File: src/rtl/dmac_cfg_arbiter_pkg.sv
// Shared state encoding and sizing helpers for the DMAC_CFG access arbiter.
package dmac_cfg_pkg;

    localparam int CFG_DATA_W  = 32;
    localparam int CFG_NUM_REQ = 4;
    localparam int CFG_IDX_W   = $clog2(CFG_NUM_REQ);

    typedef enum logic [1:0] {
        IDLE    = 2'd0,
        ISSUE   = 2'd1,
        CAPTURE = 2'd2,
        RESP    = 2'd3
    } arb_state_t;

    // Index width that stays legal for any requester count.
    function automatic int idx_width(input int n);
        return (n > 1) ? $clog2(n) : 1;
    endfunction

endpackage

File: src/rtl/dmac_cfg_arbiter_if.sv
// Requester handshake plus DMAC_CFG port bundle; slave side is the arbiter.
interface dmac_cfg_arbiter_if
    import dmac_cfg_pkg::*;
#(
    parameter int NUM_REQ = CFG_NUM_REQ,
    parameter int DATA_W  = CFG_DATA_W
) ();

    logic [NUM_REQ-1:0]        req_valid;
    logic [NUM_REQ-1:0]        req_write;
    logic [NUM_REQ*DATA_W-1:0] req_wdata;
    logic [NUM_REQ-1:0]        req_ready;
    logic [NUM_REQ-1:0]        rsp_valid;
    logic [DATA_W-1:0]         rsp_rdata;
    logic                      cfg_wren;
    logic                      cfg_rden;
    logic [DATA_W-1:0]         cfg_wdata;
    logic [DATA_W-1:0]         cfg_rdata;

    modport slave (
        input  req_valid, req_write, req_wdata, cfg_rdata,
        output req_ready, rsp_valid, rsp_rdata, cfg_wren, cfg_rden, cfg_wdata
    );

    modport master (
        output req_valid, req_write, req_wdata, cfg_rdata,
        input  req_ready, rsp_valid, rsp_rdata, cfg_wren, cfg_rden, cfg_wdata
    );

endinterface

File: src/rtl/dmac_rr_arbiter.sv
// Combinational round-robin pick: first set request at or above ptr, wrapping.
module dmac_rr_arbiter
    import dmac_cfg_pkg::*;
#(
    parameter int NUM_REQ = CFG_NUM_REQ,
    parameter int IDX_W   = idx_width(NUM_REQ)
) (
    input  logic [NUM_REQ-1:0] req,
    input  logic [IDX_W-1:0]   ptr,
    output logic [NUM_REQ-1:0] grant,
    output logic [IDX_W-1:0]   grant_idx,
    output logic               any_grant
);

    logic [IDX_W-1:0] cand;

    always_comb begin
        grant     = '0;
        grant_idx = '0;
        any_grant = 1'b0;
        cand      = '0;
        for (int k = 0; k < NUM_REQ; k++) begin
            cand = IDX_W'((int'(ptr) + k) % NUM_REQ);
            if (!any_grant && req[cand]) begin
                any_grant   = 1'b1;
                grant_idx   = cand;
                grant[cand] = 1'b1;
            end
        end
    end

endmodule

File: src/rtl/dmac_cfg_arbiter.sv
// Round-robin sequencer sharing the single-port DMAC_CFG register between
// NUM_REQ requesters; every output is driven straight from a flop.
module dmac_cfg_arbiter
    import dmac_cfg_pkg::*;
#(
    parameter int NUM_REQ = CFG_NUM_REQ,
    parameter int DATA_W  = CFG_DATA_W
) (
    input  logic              clk,
    input  logic              rst_n,
    dmac_cfg_arbiter_if.slave bus
);

    // state   | meaning
    // IDLE    | arbitrate; winner, direction and wdata latched at the edge
    // ISSUE   | req_ready pulse and exactly one cfg strobe
    // CAPTURE | DMAC_CFG read data registered into rsp_rdata
    // RESP    | rsp_valid pulse to the winner, then back to IDLE

    localparam int IDX_W = idx_width(NUM_REQ);

    arb_state_t         state, state_nxt;
    logic [IDX_W-1:0]   ptr, ptr_nxt;
    logic [NUM_REQ-1:0] grant, grant_nxt;
    logic               is_write, is_write_nxt;

    logic [NUM_REQ-1:0] pick;
    logic [IDX_W-1:0]   pick_idx;
    logic               pick_any;
    logic               pick_write;

    logic [NUM_REQ-1:0] ready_q, ready_nxt;
    logic [NUM_REQ-1:0] rsp_q, rsp_nxt;
    logic               wren_q, wren_nxt;
    logic               rden_q, rden_nxt;
    logic [DATA_W-1:0]  wdata_q, wdata_nxt;
    logic [DATA_W-1:0]  rdata_q, rdata_nxt;

    dmac_rr_arbiter #(
        .NUM_REQ (NUM_REQ),
        .IDX_W   (IDX_W)
    ) u_rr (
        .req       (bus.req_valid),
        .ptr       (ptr),
        .grant     (pick),
        .grant_idx (pick_idx),
        .any_grant (pick_any)
    );

    assign pick_write = bus.req_write[pick_idx];

    always_comb begin
        state_nxt    = state;
        ptr_nxt      = ptr;
        grant_nxt    = grant;
        is_write_nxt = is_write;
        ready_nxt    = '0;
        rsp_nxt      = '0;
        wren_nxt     = 1'b0;
        rden_nxt     = 1'b0;
        wdata_nxt    = '0;
        rdata_nxt    = rdata_q;

        unique case (state)
            IDLE: begin
                if (pick_any) begin
                    state_nxt    = ISSUE;
                    grant_nxt    = pick;
                    is_write_nxt = pick_write;
                    ptr_nxt      = (pick_idx == IDX_W'(NUM_REQ - 1)) ? '0 : pick_idx + IDX_W'(1);
                    ready_nxt    = pick;
                    wren_nxt     = pick_write;
                    rden_nxt     = !pick_write;
                    if (pick_write) begin
                        wdata_nxt = bus.req_wdata[pick_idx*DATA_W +: DATA_W];
                    end
                end
            end
            ISSUE: begin
                if (is_write) begin
                    state_nxt = RESP;
                    rsp_nxt   = grant;
                end else begin
                    state_nxt = CAPTURE;
                end
            end
            CAPTURE: begin
                // DMAC_CFG presents rdata the cycle after rden.
                state_nxt = RESP;
                rsp_nxt   = grant;
                rdata_nxt = bus.cfg_rdata;
            end
            RESP: begin
                state_nxt = IDLE;
            end
            default: begin
                state_nxt = IDLE;
            end
        endcase
    end

    // Reset is asserted high despite its name.
    always_ff @(posedge clk or posedge rst_n) begin
        if (rst_n) begin
            state    <= IDLE;
            ptr      <= '0;
            grant    <= '0;
            is_write <= 1'b0;
            ready_q  <= '0;
            rsp_q    <= '0;
            wren_q   <= 1'b0;
            rden_q   <= 1'b0;
            wdata_q  <= '0;
            rdata_q  <= '0;
        end else begin
            state    <= state_nxt;
            ptr      <= ptr_nxt;
            grant    <= grant_nxt;
            is_write <= is_write_nxt;
            ready_q  <= ready_nxt;
            rsp_q    <= rsp_nxt;
            wren_q   <= wren_nxt;
            rden_q   <= rden_nxt;
            wdata_q  <= wdata_nxt;
            rdata_q  <= rdata_nxt;
        end
    end

    assign bus.req_ready = ready_q;
    assign bus.rsp_valid = rsp_q;
    assign bus.cfg_wren  = wren_q;
    assign bus.cfg_rden  = rden_q;
    assign bus.cfg_wdata = wdata_q;
    assign bus.rsp_rdata = rdata_q;

endmodule

File: src/flat_wrapper.sv
// flat-port wrapper written by rule: the top's interface ports become plain ports
module dmac_cfg_arbiter_flat import dmac_cfg_pkg::*;
#(
    parameter int NUM_REQ = CFG_NUM_REQ,
    parameter int DATA_W  = CFG_DATA_W
)
  (clk, rst_n, bus_req_valid, bus_req_write, bus_req_wdata, bus_cfg_rdata, bus_req_ready, bus_rsp_valid, bus_rsp_rdata, bus_cfg_wren, bus_cfg_rden, bus_cfg_wdata);
  dmac_cfg_arbiter_if #(.NUM_REQ(NUM_REQ), .DATA_W(DATA_W)) bus_i ();
  input  logic clk;
  input  logic rst_n;
  input wire logic [$bits(bus_i.req_valid)-1:0] bus_req_valid;
  input wire logic [$bits(bus_i.req_write)-1:0] bus_req_write;
  input wire logic [$bits(bus_i.req_wdata)-1:0] bus_req_wdata;
  input wire logic [$bits(bus_i.cfg_rdata)-1:0] bus_cfg_rdata;
  output wire logic [$bits(bus_i.req_ready)-1:0] bus_req_ready;
  output wire logic [$bits(bus_i.rsp_valid)-1:0] bus_rsp_valid;
  output wire logic [$bits(bus_i.rsp_rdata)-1:0] bus_rsp_rdata;
  output wire logic [$bits(bus_i.cfg_wren)-1:0] bus_cfg_wren;
  output wire logic [$bits(bus_i.cfg_rden)-1:0] bus_cfg_rden;
  output wire logic [$bits(bus_i.cfg_wdata)-1:0] bus_cfg_wdata;
  assign bus_i.req_valid = bus_req_valid;
  assign bus_i.req_write = bus_req_write;
  assign bus_i.req_wdata = bus_req_wdata;
  assign bus_i.cfg_rdata = bus_cfg_rdata;
  assign bus_req_ready = bus_i.req_ready;
  assign bus_rsp_valid = bus_i.rsp_valid;
  assign bus_rsp_rdata = bus_i.rsp_rdata;
  assign bus_cfg_wren = bus_i.cfg_wren;
  assign bus_cfg_rden = bus_i.cfg_rden;
  assign bus_cfg_wdata = bus_i.cfg_wdata;
  dmac_cfg_arbiter #(.NUM_REQ(NUM_REQ), .DATA_W(DATA_W)) u_core (.clk(clk), .rst_n(rst_n), .bus(bus_i));
endmodule
File: config.mk
export PLATFORM = sky130hd
export DESIGN_NAME = dmac_cfg_arbiter_flat
export DESIGN_NICKNAME = d
export VERILOG_FILES = /design/src/rtl/dmac_cfg_arbiter_pkg.sv /design/src/rtl/dmac_cfg_arbiter_if.sv /design/src/rtl/dmac_rr_arbiter.sv /design/src/rtl/dmac_cfg_arbiter.sv /design/src/flat_wrapper.sv
export SDC_FILE = /design/constraint.sdc
export NUM_CORES = 1
export LEC_CHECK = 0
export BUFFER_PORTS_ARGS = -buffer_cell sky130_fd_sc_hd__buf_2
export CAP_MARGIN = 20
export CORE_ASPECT_RATIO = 2
export CORE_MARGIN = 8
export CORE_UTILIZATION = 41
export CTS_CLUSTER_DIAMETER = 100
export DETAILED_ROUTE_END_ITERATION = 8
export GPL_TIMING_DRIVEN = 0
export PLACE_DENSITY_LB_ADDON = 0.12
export SYNTH_ARGS = -nofsm -noshare
export SYNTH_HDL_FRONTEND = slang
export SYNTH_HIERARCHICAL = 1
export SYNTH_SLANG_ARGS = --single-unit
File: constraint.sdc
create_clock -name clk -period 3 [get_ports clk]
set_input_delay 0.15 -clock clk [delete_from_list [all_inputs] [get_ports clk]]
set_output_delay 0.15 -clock clk [all_outputs]
set_load 0.02 [all_outputs]
# After elaboration in Yosys (flattened, before gate mapping)

Cells that the tools add are included.

Output and inout port bits: 74
Input bits: 170
ROM bits: 0
Register bits after elaboration: 83
Memories kept: 0
RAM bits: 0
Word-level logic and storage cells: 90
Latch bits: 0

Magnitude comparators: 9
Reduce and logical (&&, ||, !) cells: 13
Multiply operators: 0
Shifts and indexed selects: 1
Divide/modulo/power cells: 0
Bitwise logic cells: 3
Equal/unequal tests: 5
Add/subtract/negate cells: 4
Mux-type cells: 45

Operators with widths:

| cell                                                               | count |
|---|---|
| indexed part select 128 x 8 -> 32 bit                              | 1 |
| two-way mux 32 bit                                                 | 3 |
| two-way mux 4 bit                                                  | 7 |
| two-way mux 1 bit                                                  | 18 |
| < comparator 2 x 3 -> 1 bit (second input constant)                | 5 |
| two-way mux 2 bit                                                  | 6 |
| OR 4 bit                                                           | 3 |
| binary-select mux 1 bit (select 2 bit)                             | 5 |
| demux 1 bit (select 2 bit)                                         | 4 |
| greater-or-equal comparator 2 x 1 -> 1 bit (second input constant) | 4 |
| case mux 2 bit (4 select lines)                                    | 1 |
| case mux 4 bit (2 select lines)                                    | 1 |
| logical AND 1 bit                                                  | 7 |
| equality test 2 bit (second input constant)                        | 3 |
| adder 2 x 1 -> 2 bit (second input constant)                       | 2 |
| adder 2 bit (second input constant)                                | 2 |
| zero test 1 bit                                                    | 4 |
| equality test 2 x 1 -> 1 bit (second input constant)               | 1 |
| zero test 2 bit                                                    | 1 |
| != test 2 x 1 -> 1 bit (second input constant)                     | 1 |
| AND reduction 2 bit                                                | 1 |

# Logic depth before layout (Yosys ltp)

Depth in word-level cells: 17
Gate-level depth with buffers: 13
Depth with buffers taken out: 9

# By module

Netlist, hierarchy kept.

By module, submodules not included:

| module           | seq. area each (sq um) | times used | area an instance (sq um) | cells each |
|---|---|---|---|---|
| dmac_cfg_arbiter | 2,077.0                | 1          | 4,033.9                  | 241 |
| dmac_rr_arbiter  | 0.0                    | 1          | 421.7                    | 45 |

# Worst setup path after synthesis

OpenSTA, ideal clock, no wires.

Kind: reg-to-reg
Start point: reg u_core.ptr[0]
End point: reg u_core.wdata_q[13], in the netlist u_core/bus.cfg_wdata[13]
Setup time: 0.122 ns
Required time: 2.878 ns
Stages on the path, launching flop included: 14
Clock period less this slack: 2.972 ns
Path buffers: 4
Arrival: 2.850 ns
Slack: 0.028 ns
Cells stage by stage: dfrtp_1 buf_6 inv_1 ha_1 mux4_2 buf_6 nor4b_4 nor2_1 a32o_1 buf_6 mux2i_1 o22a_2 buf_6 nor2b_4

Word-level cells in the longest chain between the ends: 17
Elaborated cells on any way between the ends: 31
Classes of those cells: add/sub (3); shift (1); mux (21); reduce/logical (6)

Ends and longest elaborated chain:

| what                                                                          | line                    | RTL |
|---|---|---|
| start: declaration                                                            | dmac_cfg_arbiter.sv:23  | `logic [IDX_W-1:0] ptr, ptr_nxt;` |
| start signal: assignment                                                      | dmac_cfg_arbiter.sv:117 | `ptr <= ptr_nxt;` |
| branches (longest 11 deep; another with adder 2 x 1 -> 2 bit)                 | n/a                     |  |
| two-way mux 2 bit *                                                           | dmac_rr_arbiter.sv:24   | `if (!any_grant && req[cand]) begin` |
| named net u_core.pick_idx[1]                                                  | dmac_cfg_arbiter.sv:28  | `logic [IDX_W-1:0] pick_idx;` |
| branches (longest 2 deep; another with indexed part select 128 x 8 -> 32 bit) | n/a                     |  |
| two-way mux 32 bit *                                                          | dmac_cfg_arbiter.sv:74  | `if (pick_write) begin` |
| two-way mux 32 bit *                                                          | dmac_cfg_arbiter.sv:66  | `if (pick_any) begin` |
| two-way mux 32 bit *                                                          | dmac_cfg_arbiter.sv:64  | `unique case (state)` |
| named net u_core.wdata_nxt[13]                                                | dmac_cfg_arbiter.sv:36  | `logic [DATA_W-1:0] wdata_q, wdata_nxt;` |
| end signal: assignment                                                        | dmac_cfg_arbiter.sv:124 | `wdata_q <= wdata_nxt;` |
| end: declaration                                                              | dmac_cfg_arbiter.sv:36  |  |

Mark *: on every way through the listed nets, which the timed path passes. The select of a mux whose other input is x is not followed.
A chain may end at the register's enable or synchronous reset.

# Worst setup path after layout

Start point: reg u_core.ptr[0]
End point: reg u_core.wdata_q[22], in the netlist u_core/bus.cfg_wdata[22]

The elaborated chain is that of the path after synthesis.

==> impl_results.md <==
- Status: finished clean
- CTS tree: built
- Commonest non-fill, non-tap cells in the layout: buf_2 (249), dfrtp_1 (81), mux2_2 (34), mux4_2 (30), nor2b_4 (27)
- Skew-Pair Late Insertion Delay: between 0.3 and 0.4 ns
- P&R area growth vs syn: 44.8%
- Peak supply drop: ~0.58 mV
- # rows: 54
- Grt peak-use layer: met2
- Root Buffer: clkbuf_16
- Port buffer count: 243
- Relative slew margins: 0.663
- Detailed Routing Iterations Pass 1: 4
- Total CTS buffers: 9
- Worst setup path category: reg2reg
- Post-synth cell types: 37
- Crit path launch type: flop
- Initial antenna violation count: 0
- Initial DRC Count: 63
- Chip height: between 150 and 200 um
- Starting density of the core: 0.415
- Leak: 3.34 nW
- Final Critical Period: 2.89 ns
- Max_cap viols: 0
- Hold Fails Final Rpt: 0
- Reg2Reg Setup Slack: 0.11 ns
- Largest net degree at the start of global routing: 46
- PnR worst setup slack: 0.107 ns
- PwrDens: 1330 mW/mm^2
- Reg clk slew, reported paths: 0.07 ns
- Final ANT Viol Nets: 0
- Slew Limit Fails: 0
- Vias in the first global route: 3802
- Die Width: between 80 and 90 um
- Gr usage total: 0.166
- Via density: 4.85
- # diodes: 0
- Most common cell after layout, fill and taps aside: buf_2
- WP data required: around 3.2 ns
- Routability-driven placement congestion ratio: 0.768
- DR WL/cell: 17.2 um
- Sequential share of the synthesized area: 0.466
- DP HPWL: 9.71 mm
- Die ar.: 0.0147 mm^2
- CTS max path bufs: 2
- Nets: 740
- H-tree levels: 3
- Share of layout cells above drive strength 1: 0.710
- Max Clock Freq: 0.346 GHz
- Met3 Resource Use GR: 0.0529
- Post-Syn Area per Cell: 15.6 um^2
- Layout Skew: roughly 0.0095 ns
- Yosys reg bits: 83
- First-pass GRT wire length: 19.7 mm
- TritonCTS Sinks: just over 80
- Met2 Use GR: 0.289
- Via count: 3422
- Remaining Overflow, GRT: 0
- # IOs: 244
- CP arrival: between 3 and 4 ns
- Worst Tran Pin Value: around 0.51 ns
- Worst Setup End Kind: flop
- Syn_nets: approximately 470
- Worst Path Max Fanout: 7
- Routed wire length: 12.1 mm
- Final worst-path cycle share: 0.964
- Place WS: -0.370 ns
- HP Class: in2reg
- Met1 Use GR: 0.191
- Mapped Cells: 286
- WHS: ~0.044 ns
- Final Setup Violations: 0
- Syn Std Cell Area: around 0.0045 mm^2
- Area of the core: 0.0107 mm^2
- DR DRC count: 0
- Warnings, synthesis: 6
per-layer routing:
| metal | part of all wire | routed length (um) |
|---|---|---|
| met3 | 0.073 | 885 |
| met2 | 0.53 | 6460 |
| met5 | 0 | 0 |
| met1 | 0.38 | 4630 |
| met4 | 0.014 | 168 |
power by group:
part / total, mW / internal, mW / switching (mW)
logic: 5.74 / 3.12 / 2.62
clock network: 1.02 / 0.585 / 0.431
registers: 1.83 / 1.65 / 0.181
total: 8.58 / 5.35 / 3.23
cells in the mapped netlist (all sizes together):
library cell / number / area, um^2
a21o: 4 / 30.0
a21oi: 4 / 20.0
a22oi: 8 / 60.1
a31o: 1 / 8.76
a32o: 1 / 10.0
and2: 3 / 18.8
and2b: 1 / 8.76
and3: 4 / 25.0
buf: 17 / 169
clkbuf: 2 / 7.51
dfrtp: 83 / 2080
ha: 10 / 125
inv: 7 / 26.3
mux2: 34 / 383
mux2i: 4 / 40.0
mux4: 36 / 833
nand2: 7 / 26.3
nand2b: 4 / 25.0
nand3: 1 / 5.00
nand3b: 1 / 7.51
nor2: 5 / 18.8
nor2b: 34 / 418
nor3: 1 / 5.00
nor4: 1 / 6.26
nor4b: 1 / 23.8
o211ai: 1 / 7.51
o21ai: 6 / 30.0
o221ai: 1 / 8.76
o22a: 1 / 10.0
o31ai: 2 / 15.0
or2: 1 / 6.26
kinds of logic (layout without fill, tap and decap cells):
logic type / after synthesis / in the layout / synth area share
mux: 74 / 74 / 0.282
flops: 83 / 83 / 0.466
fa+ha+maj: 10 / 10 / 0.0281
buf+inv: 26 / 305 / 0.0455
simple gates: 64 / 64 / 0.133
compound gates: 29 / 29 / 0.0449
area by class of cell:
| class | count | area [um^2] |
|---|---|---|
| tap | 140 | 175 |
| fill | 894 | 4290 |
| buffer | 18 | 203 |
| clock buffer | 11 | 243 |
| clock inverter | 5 | 36.3 |
| multi-input combinational | 177 | 2200 |
| inverter | 7 | 28.8 |
| timing repair buffer | 264 | 1480 |
| sequential | 83 | 2080 |
what timing repair did:
action | in CTS | in global routing
setup endpoints to repair | 34 | 32
resized for setup | 13 | 6
cloned | 2 | 0
endpoints found under the hold margin | 38 | 0
hold buffers | 1 | 0
pin swaps | 3 | 2
setup buffers | 14 | 3
critical path, cell delays in order, from the launching register on:
cell and delay (ns):
dfrtp_2 0.41, buf_6 0.13, inv_2 0.07, ha_4 0.21, mux4_2 0.29, buf_6 0.15
nor4b_4 0.28, nor2_1 0.07, a32o_2 0.28, mux2i_2 0.23, o22a_2 0.20, buf_12 0.14
bufbuf_16 0.27, nor2b_4 0.04
through the flow:
stage / utilization / cells / TNS (ns) / total power [mW] / instance area, um^2
after global placement: 0.544 / 669 / -45.78 / 6.98 / 5850
after detailed placement: 0.547 / 670 / -10.86 / 7.04 / 5880
after CTS: 0.597 / 702 / 0 / 8.63 / 6420
after floorplan: - / 286 / 0 / 5.82 / 4460
final: 0.601 / 705 / 0 / 8.58 / 6450
after global routing: 0.601 / 705 / -0.0617 / 9.16 / 6450
state kept, by name, summed over array words and instances, names as in the netlist:
register	cells
u_core/is_write	1
u_core/bus.cfg_wren	1
u_core/bus.cfg_wdata	32
u_core/grant	4
u_core/bus.cfg_rden	1
u_core/bus.rsp_valid	4
u_core/ptr	2
u_core/bus.req_ready	4
u_core/state	2
u_core/bus.rsp_rdata	32
final timing paths:
path,start,end,cells after the start
setup / recovery,u_core/ptr[0]$_DFFE_PP0P_,u_core/bus.cfg_wdata[22]$_DFF_PP0_,13
hold / removal,bus_cfg_rdata[6],u_core/bus.rsp_rdata[6]$_DFFE_PP0N_,2
setup reg to reg,u_core/ptr[0]$_DFFE_PP0P_,u_core/bus.cfg_wdata[22]$_DFF_PP0_,13
hold reg to reg,u_core/grant[1]$_DFFE_PP0P_,u_core/grant[1]$_DFFE_PP0P_,1
max in group asynchronous,rst_n,u_core/ptr[0]$_DFFE_PP0P_,4
min in group asynchronous,rst_n,u_core/bus.rsp_rdata[25]$_DFFE_PP0N_,3
Power figures use the tool's default switching activity.
